### config.mk
export PLATFORM = sky130hd
export DESIGN_NAME = increment_scheduler_flat
export DESIGN_NICKNAME = d
export VERILOG_FILES = /design/src/rtl/increment_scheduler_pkg.sv /design/src/rtl/increment_scheduler_if.sv /design/src/rtl/increment_scheduler_rise_detect.sv /design/src/rtl/increment_scheduler.sv /design/src/flat_wrapper.sv
export SDC_FILE = /design/constraint.sdc
export NUM_CORES = 1
export LEC_CHECK = 0
export BUFFER_PORTS_ARGS = -buffer_cell sky130_fd_sc_hd__buf_2
export CORE_MARGIN = 10
export CORE_UTILIZATION = 61
export DETAILED_ROUTE_END_ITERATION = 16
export GPL_TIMING_DRIVEN = 0
export PLACE_DENSITY = 0.75
export REMOVE_ABC_BUFFERS = 1
export SETUP_SLACK_MARGIN = 0.05
export SLEW_MARGIN = 20
export SYNTH_ARGS = -nofsm -noshare
export SYNTH_HDL_FRONTEND = slang
export SYNTH_HIERARCHICAL = 1
export SYNTH_SLANG_ARGS = --single-unit
### constraint.sdc
create_clock -name clk -period 2.59 [get_ports clk]
set_input_delay 0.259 -clock clk [delete_from_list [all_inputs] [get_ports clk]]
set_output_delay 0.259 -clock clk [all_outputs]
set_load 0.02 [all_outputs]
### src/rtl/increment_scheduler_pkg.sv
// increment_scheduler_pkg
//   Shared types and default cycle constants for the set-up increment path.
//   - state_t : scheduler FSM encoding (IDLE / HOLD / REPEAT)
//   - owner_t : which button currently owns the increment path
//   - DEF_*   : default timing constants for a 100 MHz clock. The debouncer
//               and the minutes/seconds counter use the same constants.
package increment_scheduler_pkg;

  typedef enum logic [1:0] {
    ST_IDLE   = 2'd0,
    ST_HOLD   = 2'd1,
    ST_REPEAT = 2'd2
  } state_t;

  typedef enum logic {
    OWN_SEC = 1'b0,
    OWN_MIN = 1'b1
  } owner_t;

  localparam int unsigned DEF_HOLD_CYCLES   = 50_000_000;  // 500 ms
  localparam int unsigned DEF_REPEAT_CYCLES = 10_000_000;  // 100 ms
  localparam int unsigned DEF_ACCEL_AFTER   = 8;

endpackage

### src/rtl/increment_scheduler_if.sv
// increment_scheduler_if
//   Groups the button requests and the increment pulses between the debouncer
//   side (master) and the increment scheduler (slave).
//   Signals:
//     arm      master->slave  1 = timer in set-up mode
//     sec_req  master->slave  debounced seconds button level
//     min_req  master->slave  debounced minutes button level
//     inc_sec  slave->master  1-cycle pulse: add one second
//     inc_min  slave->master  1-cycle pulse: add one minute
//     busy     slave->master  1 while a requester owns the increment path
interface increment_scheduler_if;
  logic arm;
  logic sec_req;
  logic min_req;
  logic inc_sec;
  logic inc_min;
  logic busy;

  modport master (
    output arm, sec_req, min_req,
    input  inc_sec, inc_min, busy
  );

  modport slave (
    input  arm, sec_req, min_req,
    output inc_sec, inc_min, busy
  );
endinterface

### src/rtl/increment_scheduler_rise_detect.sv
// increment_scheduler_rise_detect
//   1-bit rising-edge detector. The history register resets to 1, so a
//   request that is already high when reset ends never produces an edge.
//   The history updates every cycle regardless of arm.
//   Ports:
//     clk    in   system clock
//     reset  in   synchronous, active-high reset
//     req    in   request level
//     rise   out  combinational: req high now, low last cycle
module increment_scheduler_rise_detect (
  input  logic clk,
  input  logic reset,
  input  logic req,
  output logic rise
);

  logic prev_q;

  always_ff @(posedge clk) begin
    if (reset) prev_q <= 1'b1;
    else       prev_q <= req;
  end

  assign rise = req & ~prev_q;

endmodule

### src/rtl/increment_scheduler.sv
// increment_scheduler
//   Shares the counter's single-step set-up path between the debounced
//   seconds and minutes buttons. A rising edge while armed gives one
//   registered increment pulse. Holding the button gives a further pulse
//   after HOLD_CYCLES and then one every REPEAT_CYCLES. Minutes wins a
//   same-cycle rise. The owner keeps the path until its own request drops.
//   Optional feature macro: INC_ACCEL_EN. When defined, the repeat period
//   shrinks to REPEAT_CYCLES/4 after ACCEL_AFTER repeat pulses.
//   Ports:
//     clk    in   system clock (100 MHz)
//     reset  in   synchronous, active-high reset
//     bus    slave modport of increment_scheduler_if
//            (arm, sec_req, min_req in; inc_sec, inc_min, busy out)
module increment_scheduler
  import increment_scheduler_pkg::*;
#(
  parameter int unsigned HOLD_CYCLES   = DEF_HOLD_CYCLES,    // must be >= REPEAT_CYCLES
  parameter int unsigned REPEAT_CYCLES = DEF_REPEAT_CYCLES   // must be >= 4
`ifdef INC_ACCEL_EN
  ,
  parameter int unsigned ACCEL_AFTER   = DEF_ACCEL_AFTER
`endif
) (
  input  logic                  clk,
  input  logic                  reset,
  increment_scheduler_if.slave  bus
);

  localparam int TW = $clog2(HOLD_CYCLES) + 1;
  localparam logic [TW-1:0] HOLD_LAST = TW'(HOLD_CYCLES - 1);
  localparam logic [TW-1:0] REP_LAST  = TW'(REPEAT_CYCLES - 1);
  localparam logic [TW-1:0] TIMER_MAX = '1;

  logic rise_sec;
  logic rise_min;

  increment_scheduler_rise_detect u_rise_sec (
    .clk   (clk),
    .reset (reset),
    .req   (bus.sec_req),
    .rise  (rise_sec)
  );

  increment_scheduler_rise_detect u_rise_min (
    .clk   (clk),
    .reset (reset),
    .req   (bus.min_req),
    .rise  (rise_min)
  );

  state_t          state_q, state_d;
  owner_t          owner_q, owner_d;
  logic [TW-1:0]   timer_q, timer_d;
  logic            inc_sec_q, inc_sec_d;
  logic            inc_min_q, inc_min_d;
  logic            owner_req;
  logic [TW-1:0]   timer_next;
  logic [TW-1:0]   period_last;

`ifdef INC_ACCEL_EN
  localparam int RCW = $clog2(ACCEL_AFTER + 1);
  localparam logic [TW-1:0]  FAST_LAST = TW'(REPEAT_CYCLES / 4 - 1);
  localparam logic [RCW-1:0] REP_SAT   = RCW'(ACCEL_AFTER);

  logic [RCW-1:0] rep_cnt_q, rep_cnt_d;

  assign period_last = (rep_cnt_q == REP_SAT) ? FAST_LAST : REP_LAST;
`else
  assign period_last = REP_LAST;
`endif

  assign owner_req  = (owner_q == OWN_MIN) ? bus.min_req : bus.sec_req;
  // The timer saturates instead of wrapping.
  assign timer_next = (timer_q == TIMER_MAX) ? timer_q : timer_q + TW'(1);

  // ---- next-state / pulse decode ----
  always_comb begin
    state_d   = state_q;
    owner_d   = owner_q;
    timer_d   = timer_q;
    inc_sec_d = 1'b0;
    inc_min_d = 1'b0;
`ifdef INC_ACCEL_EN
    rep_cnt_d = rep_cnt_q;
`endif

    if (!bus.arm) begin
      state_d = ST_IDLE;
      timer_d = '0;
`ifdef INC_ACCEL_EN
      rep_cnt_d = '0;
`endif
    end else begin
      unique case (state_q)
        ST_IDLE: begin
          timer_d = '0;
          if (rise_min) begin
            owner_d   = OWN_MIN;
            inc_min_d = 1'b1;
            state_d   = ST_HOLD;
          end else if (rise_sec) begin
            owner_d   = OWN_SEC;
            inc_sec_d = 1'b1;
            state_d   = ST_HOLD;
          end
        end

        ST_HOLD: begin
          if (!owner_req) begin
            state_d = ST_IDLE;
            timer_d = '0;
          end else if (timer_q == HOLD_LAST) begin
            inc_min_d = (owner_q == OWN_MIN);
            inc_sec_d = (owner_q == OWN_SEC);
            timer_d   = '0;
            state_d   = ST_REPEAT;
          end else begin
            timer_d = timer_next;
          end
        end

        ST_REPEAT: begin
          if (!owner_req) begin
            state_d = ST_IDLE;
            timer_d = '0;
`ifdef INC_ACCEL_EN
            rep_cnt_d = '0;
`endif
          end else if (timer_q == period_last) begin
            inc_min_d = (owner_q == OWN_MIN);
            inc_sec_d = (owner_q == OWN_SEC);
            timer_d   = '0;
`ifdef INC_ACCEL_EN
            // Only pulses issued from REPEAT count toward acceleration.
            rep_cnt_d = (rep_cnt_q == REP_SAT) ? rep_cnt_q : rep_cnt_q + RCW'(1);
`endif
          end else begin
            timer_d = timer_next;
          end
        end

        default: begin
          state_d = ST_IDLE;
          timer_d = '0;
        end
      endcase
    end
  end

  // ---- state register ----
  always_ff @(posedge clk) begin
    if (reset) begin
      state_q   <= ST_IDLE;
      owner_q   <= OWN_SEC;
      timer_q   <= '0;
      inc_sec_q <= 1'b0;
      inc_min_q <= 1'b0;
`ifdef INC_ACCEL_EN
      rep_cnt_q <= '0;
`endif
    end else begin
      state_q   <= state_d;
      owner_q   <= owner_d;
      timer_q   <= timer_d;
      inc_sec_q <= inc_sec_d;
      inc_min_q <= inc_min_d;
`ifdef INC_ACCEL_EN
      rep_cnt_q <= rep_cnt_d;
`endif
    end
  end

  // Dropping arm kills a pulse already in flight in the same cycle.
  assign bus.inc_sec = inc_sec_q & bus.arm;
  assign bus.inc_min = inc_min_q & bus.arm;
  assign bus.busy    = (state_q != ST_IDLE);

endmodule
### src/flat_wrapper.sv
// flat-port wrapper written by rule: the top's interface ports become plain ports
module increment_scheduler_flat import increment_scheduler_pkg::*;
#(
  parameter int unsigned HOLD_CYCLES   = DEF_HOLD_CYCLES,                               
  parameter int unsigned REPEAT_CYCLES = DEF_REPEAT_CYCLES                  

)
  (clk, reset, bus_arm, bus_sec_req, bus_min_req, bus_inc_sec, bus_inc_min, bus_busy);
  increment_scheduler_if bus_i ();
  input  logic clk;
  input  logic reset;
  input wire logic [$bits(bus_i.arm)-1:0] bus_arm;
  input wire logic [$bits(bus_i.sec_req)-1:0] bus_sec_req;
  input wire logic [$bits(bus_i.min_req)-1:0] bus_min_req;
  output wire logic [$bits(bus_i.inc_sec)-1:0] bus_inc_sec;
  output wire logic [$bits(bus_i.inc_min)-1:0] bus_inc_min;
  output wire logic [$bits(bus_i.busy)-1:0] bus_busy;
  assign bus_i.arm = bus_arm;
  assign bus_i.sec_req = bus_sec_req;
  assign bus_i.min_req = bus_min_req;
  assign bus_inc_sec = bus_i.inc_sec;
  assign bus_inc_min = bus_i.inc_min;
  assign bus_busy = bus_i.busy;
  increment_scheduler #(.HOLD_CYCLES(HOLD_CYCLES), .REPEAT_CYCLES(REPEAT_CYCLES)) u_core (.clk(clk), .reset(reset), .bus(bus_i));
endmodule
-- Word level (Yosys, flattened, before mapping)
Index checks and enable logic that the tools add are counted.
- logic and storage cells: 58
- output and inout port bits: 3
- bits in registers: 34
- bits of input ports: 5
- reduce and logical (&&, ||, !) cells: 6
- bitwise gates (word level): 8
- $add $sub $neg: 1
- eq/ne operators: 8
- multiplexer cells: 28
- operators with widths (kind ; number):
    2-to-1 mux 27 bit ; 5
    one-hot mux 27 bit (2 select lines) ; 1
    adder 27 x 1 -> 27 bit (second input constant) ; 1
    == test 27 x 24 -> 1 bit (second input constant) ; 1
    == test 27 x 26 -> 1 bit (second input constant) ; 1
    == test 27 bit (second input constant) ; 1
    2-to-1 mux 1 bit ; 14
    2-to-1 mux 2 bit ; 5
    one-hot mux 1 bit (3 select lines) ; 2
    one-hot mux 2 bit (3 select lines) ; 1
    AND reduction 3 bit ; 2
    AND 1 bit ; 4
    NOT 1 bit ; 4
    nonzero test 2 bit ; 2
    != test 3 x 1 -> 1 bit (second input constant) ; 1
    != test 3 bit (second input constant) ; 1
    == test 2 x 1 -> 1 bit (second input constant) ; 1
    == test 2 bit (second input constant) ; 1
    zero test 2 bit ; 1
    != test 2 bit (second input constant) ; 1
    OR reduction 2 bit ; 1

-- Depth between registers and ports, before layout
- word-level depth: 5
- depth in mapped cells: 9
- mapped depth without buffers: 7

-- By module
Netlist, hierarchy kept.
- by module, submodules not included (module ; cells an instance ; instances ; area each (um^2) ; sequential area each (um^2)):
    increment_scheduler ; 220 ; 1 ; 1871.8 ; 640.6
    increment_scheduler_rise_detect ; 3 ; 2 ; 32.5 ; 20.0

-- Worst setup path before layout
OpenSTA, ideal clock, no wires.
- kind: reg2reg
- start point: register u_core.timer_q[0]
- end point: register u_core.timer_q[1]
- slack: 0.576 ns
- period minus slack after synthesis: 2.014 ns
- library setup time: 0.118 ns
- data required time: 2.472 ns
- stages on the path, launching flop included: 10
- arrival: 1.896 ns
- path buffers: 3
- path through: dfxtp_1 > ha_1 > clkbuf_1 > nand3_1 > nor4_2 > and3_1 > buf_2 > buf_4 > mux2i_1 > nor2_1
- cells in the longest elaborated chain, start to end: 5
- elaborated cells on any way between the ends: 10
- those cells by class: add/sub: 1; eq/ne: 3; mux: 6
- RTL lines (element ; line ; source):
    start, declared ; increment_scheduler.sv:53 ; logic [TW-1:0] timer_q, timer_d;
    start signal, assigned ; increment_scheduler.sv:164 ; timer_q <= timer_d;
    adder 27 x 1 -> 27 bit or == test 27 bit (tied branches) ; increment_scheduler.sv:74 ; assign timer_next = (timer_q == TIMER_MAX) ? timer_q : timer_q + TW'(1);
    2-to-1 mux 27 bit ; increment_scheduler.sv:74 ;
    2-to-1 mux 27 bit (on tied branches) ; increment_scheduler.sv:129, increment_scheduler.sv:112 ;
    2-to-1 mux 27 bit (on tied branches) ; increment_scheduler.sv:123, increment_scheduler.sv:109 ;
    one-hot mux 27 bit (2 select lines) * ; increment_scheduler.sv:94 ; unique case (state_q)
Every way passes the cells marked *; elsewhere a longest branch is shown, timed or not.
A chain may end at the register's enable or synchronous reset.

-- Worst setup path after layout
- start point: register u_core.timer_q[0]
- end point: register u_core.timer_q[25]
The elaborated chain is that of the path after synthesis.

==> metrics.txt <==
status finished, final reports clean; register-to-register path setup slack 0.26 ns; Setup crit end kind register; Ant. Diodes 0; Iter 0 DRT Violations 129; Setup Crit Path Kind reg -> reg; Routed wire per std cell 15.55 um; initial antenna violation count 0; vias 1694; Placement Setup Slack -0.1714 ns; Pint 0.6798 mW; most frequent cells in the layout 34 x dfxtp_1, 20 x nor2_1, 18 x nand2_1, 16 x nand3_1, 14 x a21oi_1; Seq pwr share 59.3%; critical path arrival 2.55 ns; Reg2Reg Launch Point u_core/timer_q[0]; Synth Cell Area 0.001937 sq mm; global-route wire length before repair 6975 um; total core area 0.003053 sq mm; H-tree levels 2; vias in the first global route 1644; Starting Density 63.44%; CTS root buf clkbuf_4; CTS Buf Count 5; switching share of total power 24.06%; RePlAce Congestion 0.8434; Yosys reg bits 34; DIE WIDTH 76.35 um; DIE AREA 0.005829 sq mm; Clk pwr share 34.9%; Final Critical Period 2.327 ns; total global-route track usage 14.13%; slack of the critical path 0.2630 ns; commonest non-fill, non-tap cell in the layout dfxtp_1; HP Class in -> reg; Req. time, crit path 2.81 ns; synthesis-to-layout area growth 5.232%; placed cell count 265; row count 20; drt drc 0; final non-filler cell total 275; total grt overflow 0; relative slew slack 65.35%; Clk Latency, worst-skew pair 0.35 ns; Leakage 0.6327 nW; Worst-Margin Slew 0.5197 ns; Nets 240; Die Y 76.35 um; boundary pin count 8; RR Endpoint u_core/timer_q[25]; RSZ-0062 raised after global routing false; crit-path max FO 27; dominant register cell in the synthesized netlist dfxtp_1; fmax 0.4297 GHz; clock sink total 34; final setup vio count 0; combinational share of power 5.8%; maxcap violations 0; Vias/cell 6.160; Max Slew Vio Count 0; Clock Pin Slew Worst Setup and Hold Paths 0.10 ns; Final Hold Vio Count 0; crit path to u_core/timer_q[25]; drt pass-1 iters 4; Antenna Nets Post-Route 0; Layout Utilization 66.76%; pin count of the biggest net entering global routing 28; final worst-path cycle share 89.85%; final wirelength 4276 um; Clock Tree Buf Depth 2; worst clock skew 0.01577 ns; CTS tree done; setup_tns 0 ns; Sw Pwr 0.2154 mW; Netlist cell types 50; CP Launch Type register; filler cell count in the final layout 284; cell count after synthesis 226; YS warnings 6; Hold Slack 0.1174 ns; R2R cell count 6; Port-buffer cells 7; FFs w/ async S/R, synth 0%; syn_area_per_cell 8.570 sq um; layout cell share with drive strength beyond 1 12.12%; Post-synth EDFFs 0; PD cells 439.2 mW/mm^2; CTS Hold Bufs 0; dpl hpwl 2978 um; Worst Setup SP u_core/timer_q[0]; maximum VDD drop 0.0003002 V; sequential area share after synthesis 35.14%
## worst min-delay path by stage
stage | startpoint | to | slack (ns) | cells after the start
6_report | reset | u_core/owner_q | 0.12 | 2
5_1_grt | reset | u_core/owner_q | 0.13 | 2
4_1_cts | reset | u_core/owner_q | 0.11 | 2
3_5_place_dp | reset | u_core/owner_q | 0.48 | 2
3_3_place_gp | u_core/timer_q[19] | u_core/timer_q[19] | 0.47 | 2
2_1_floorplan | reset | u_core/owner_q | 0.33 | 1
## cell usage after synthesis (2+ instances only)
cell type	count	area share (%)
and3_1	3	0.97
nand2_1	18	3.5
and4_1	3	1.4
a31oi_1	5	1.6
nand3_1	16	4.1
nor2b_1	3	0.97
o21ai_0	6	1.6
clkbuf_1	2	0.39
inv_1	7	1.4
nand3b_1	3	1.2
nor3_1	4	1.0
and2_1	2	0.65
o211ai_1	3	1.2
buf_4	2	0.77
nand4_1	7	2.3
nor4b_1	2	0.90
a2111oi_4	2	2.8
xor2_1	4	1.8
buf_6	2	1.2
a21oi_1	14	3.6
xnor2_1	7	3.2
nor2_2	2	0.65
or4_1	6	2.3
mux2i_1	4	2.1
dfxtp_1	34	35
nor2_1	20	3.9
nor4bb_1	2	1.0
buf_2	6	1.6
nand4b_1	2	0.90
o31ai_1	6	2.3
or3_1	3	0.97
ha_1	5	3.2
or2_1	2	0.65
nor4_1	3	0.97
## through the flow
step                total power, mW  area, sq um
detailed placement           0.5944         1961
global placement             0.5906         1952
CTS                          0.9027         2023
global route                 0.9320         2038
finish                       0.8952         2038
floorplan                    0.5781         1862
## layer usage
| layer | vias to the layer above | wire (um) | global-route usage, % |
|---|---|---|---|
| li1 | 836 | - | - |
| met1 | 815 | 1897 | 15.60 |
| met2 | 36 | 2139 | 24.32 |
| met3 | 7 | 174 | 3.538 |
| met4 | 0 | 63 | 7.435 |
| met5 | - | 0 | 0 |
## flip-flops by register name, summed over array words and instances, names as in the netlist
register / flops
u_core/u_rise_sec/prev_q: 1
u_core/owner_q: 1
u_core/state_q: 2
u_core/inc_sec_q: 1
u_core/timer_q: 27
u_core/u_rise_min/prev_q: 1
u_core/inc_min_q: 1
## power by group through the flow
stage	logic (mW)	registers [mW]	clock network, mW
floorplan	0.0357	0.542	0
global placement	0.0477	0.543	0
detailed placement	0.0511	0.543	0
CTS	0.0515	0.531	0.320
global route	0.0575	0.532	0.342
finish	0.0518	0.531	0.312
## worst max-delay path, cell delays in order (launching register included)
cell	delay (ns)
dfxtp_1	0.44
ha_1	0.34
and4_1	0.34
nand4b_1	0.24
o21ai_0	0.23
a21o_2	0.49
nor3_1	0.12
## repair_timing
action | CTS | global route
gates resized for setup | 2 | 0
setup endpoints to repair | 23 | 13
pin swaps | 0 | 1
setup buffers | 0 | 2
## final cells by class
class,instances,area [sq um],share of cell area (%)
well taps,44,55.05,2.701
clock inverters,1,5.005,0.2455
flip-flops and latches,34,680.7,33.39
clock buffers,7,55.05,2.701
inverters,7,26.28,1.289
multi-input cells,173,1166,57.21
repair buffers,9,50.05,2.455
## cells by family (layout without fill, tap and decap cells)
group,Yosys count,after routing,share of synthesized area (%)
adders and majority gates,5,5,3.230
xor gates and xnor gates,11,11,4.974
AOI/OAI and AO/OA,42,42,15.44
muxes,5,5,2.649
DFF,34,34,35.14
and+or+nand+nor,110,110,33.33
buffers and inverters,19,24,5.233
No activity file was read; power rests on OpenSTA's default activity.
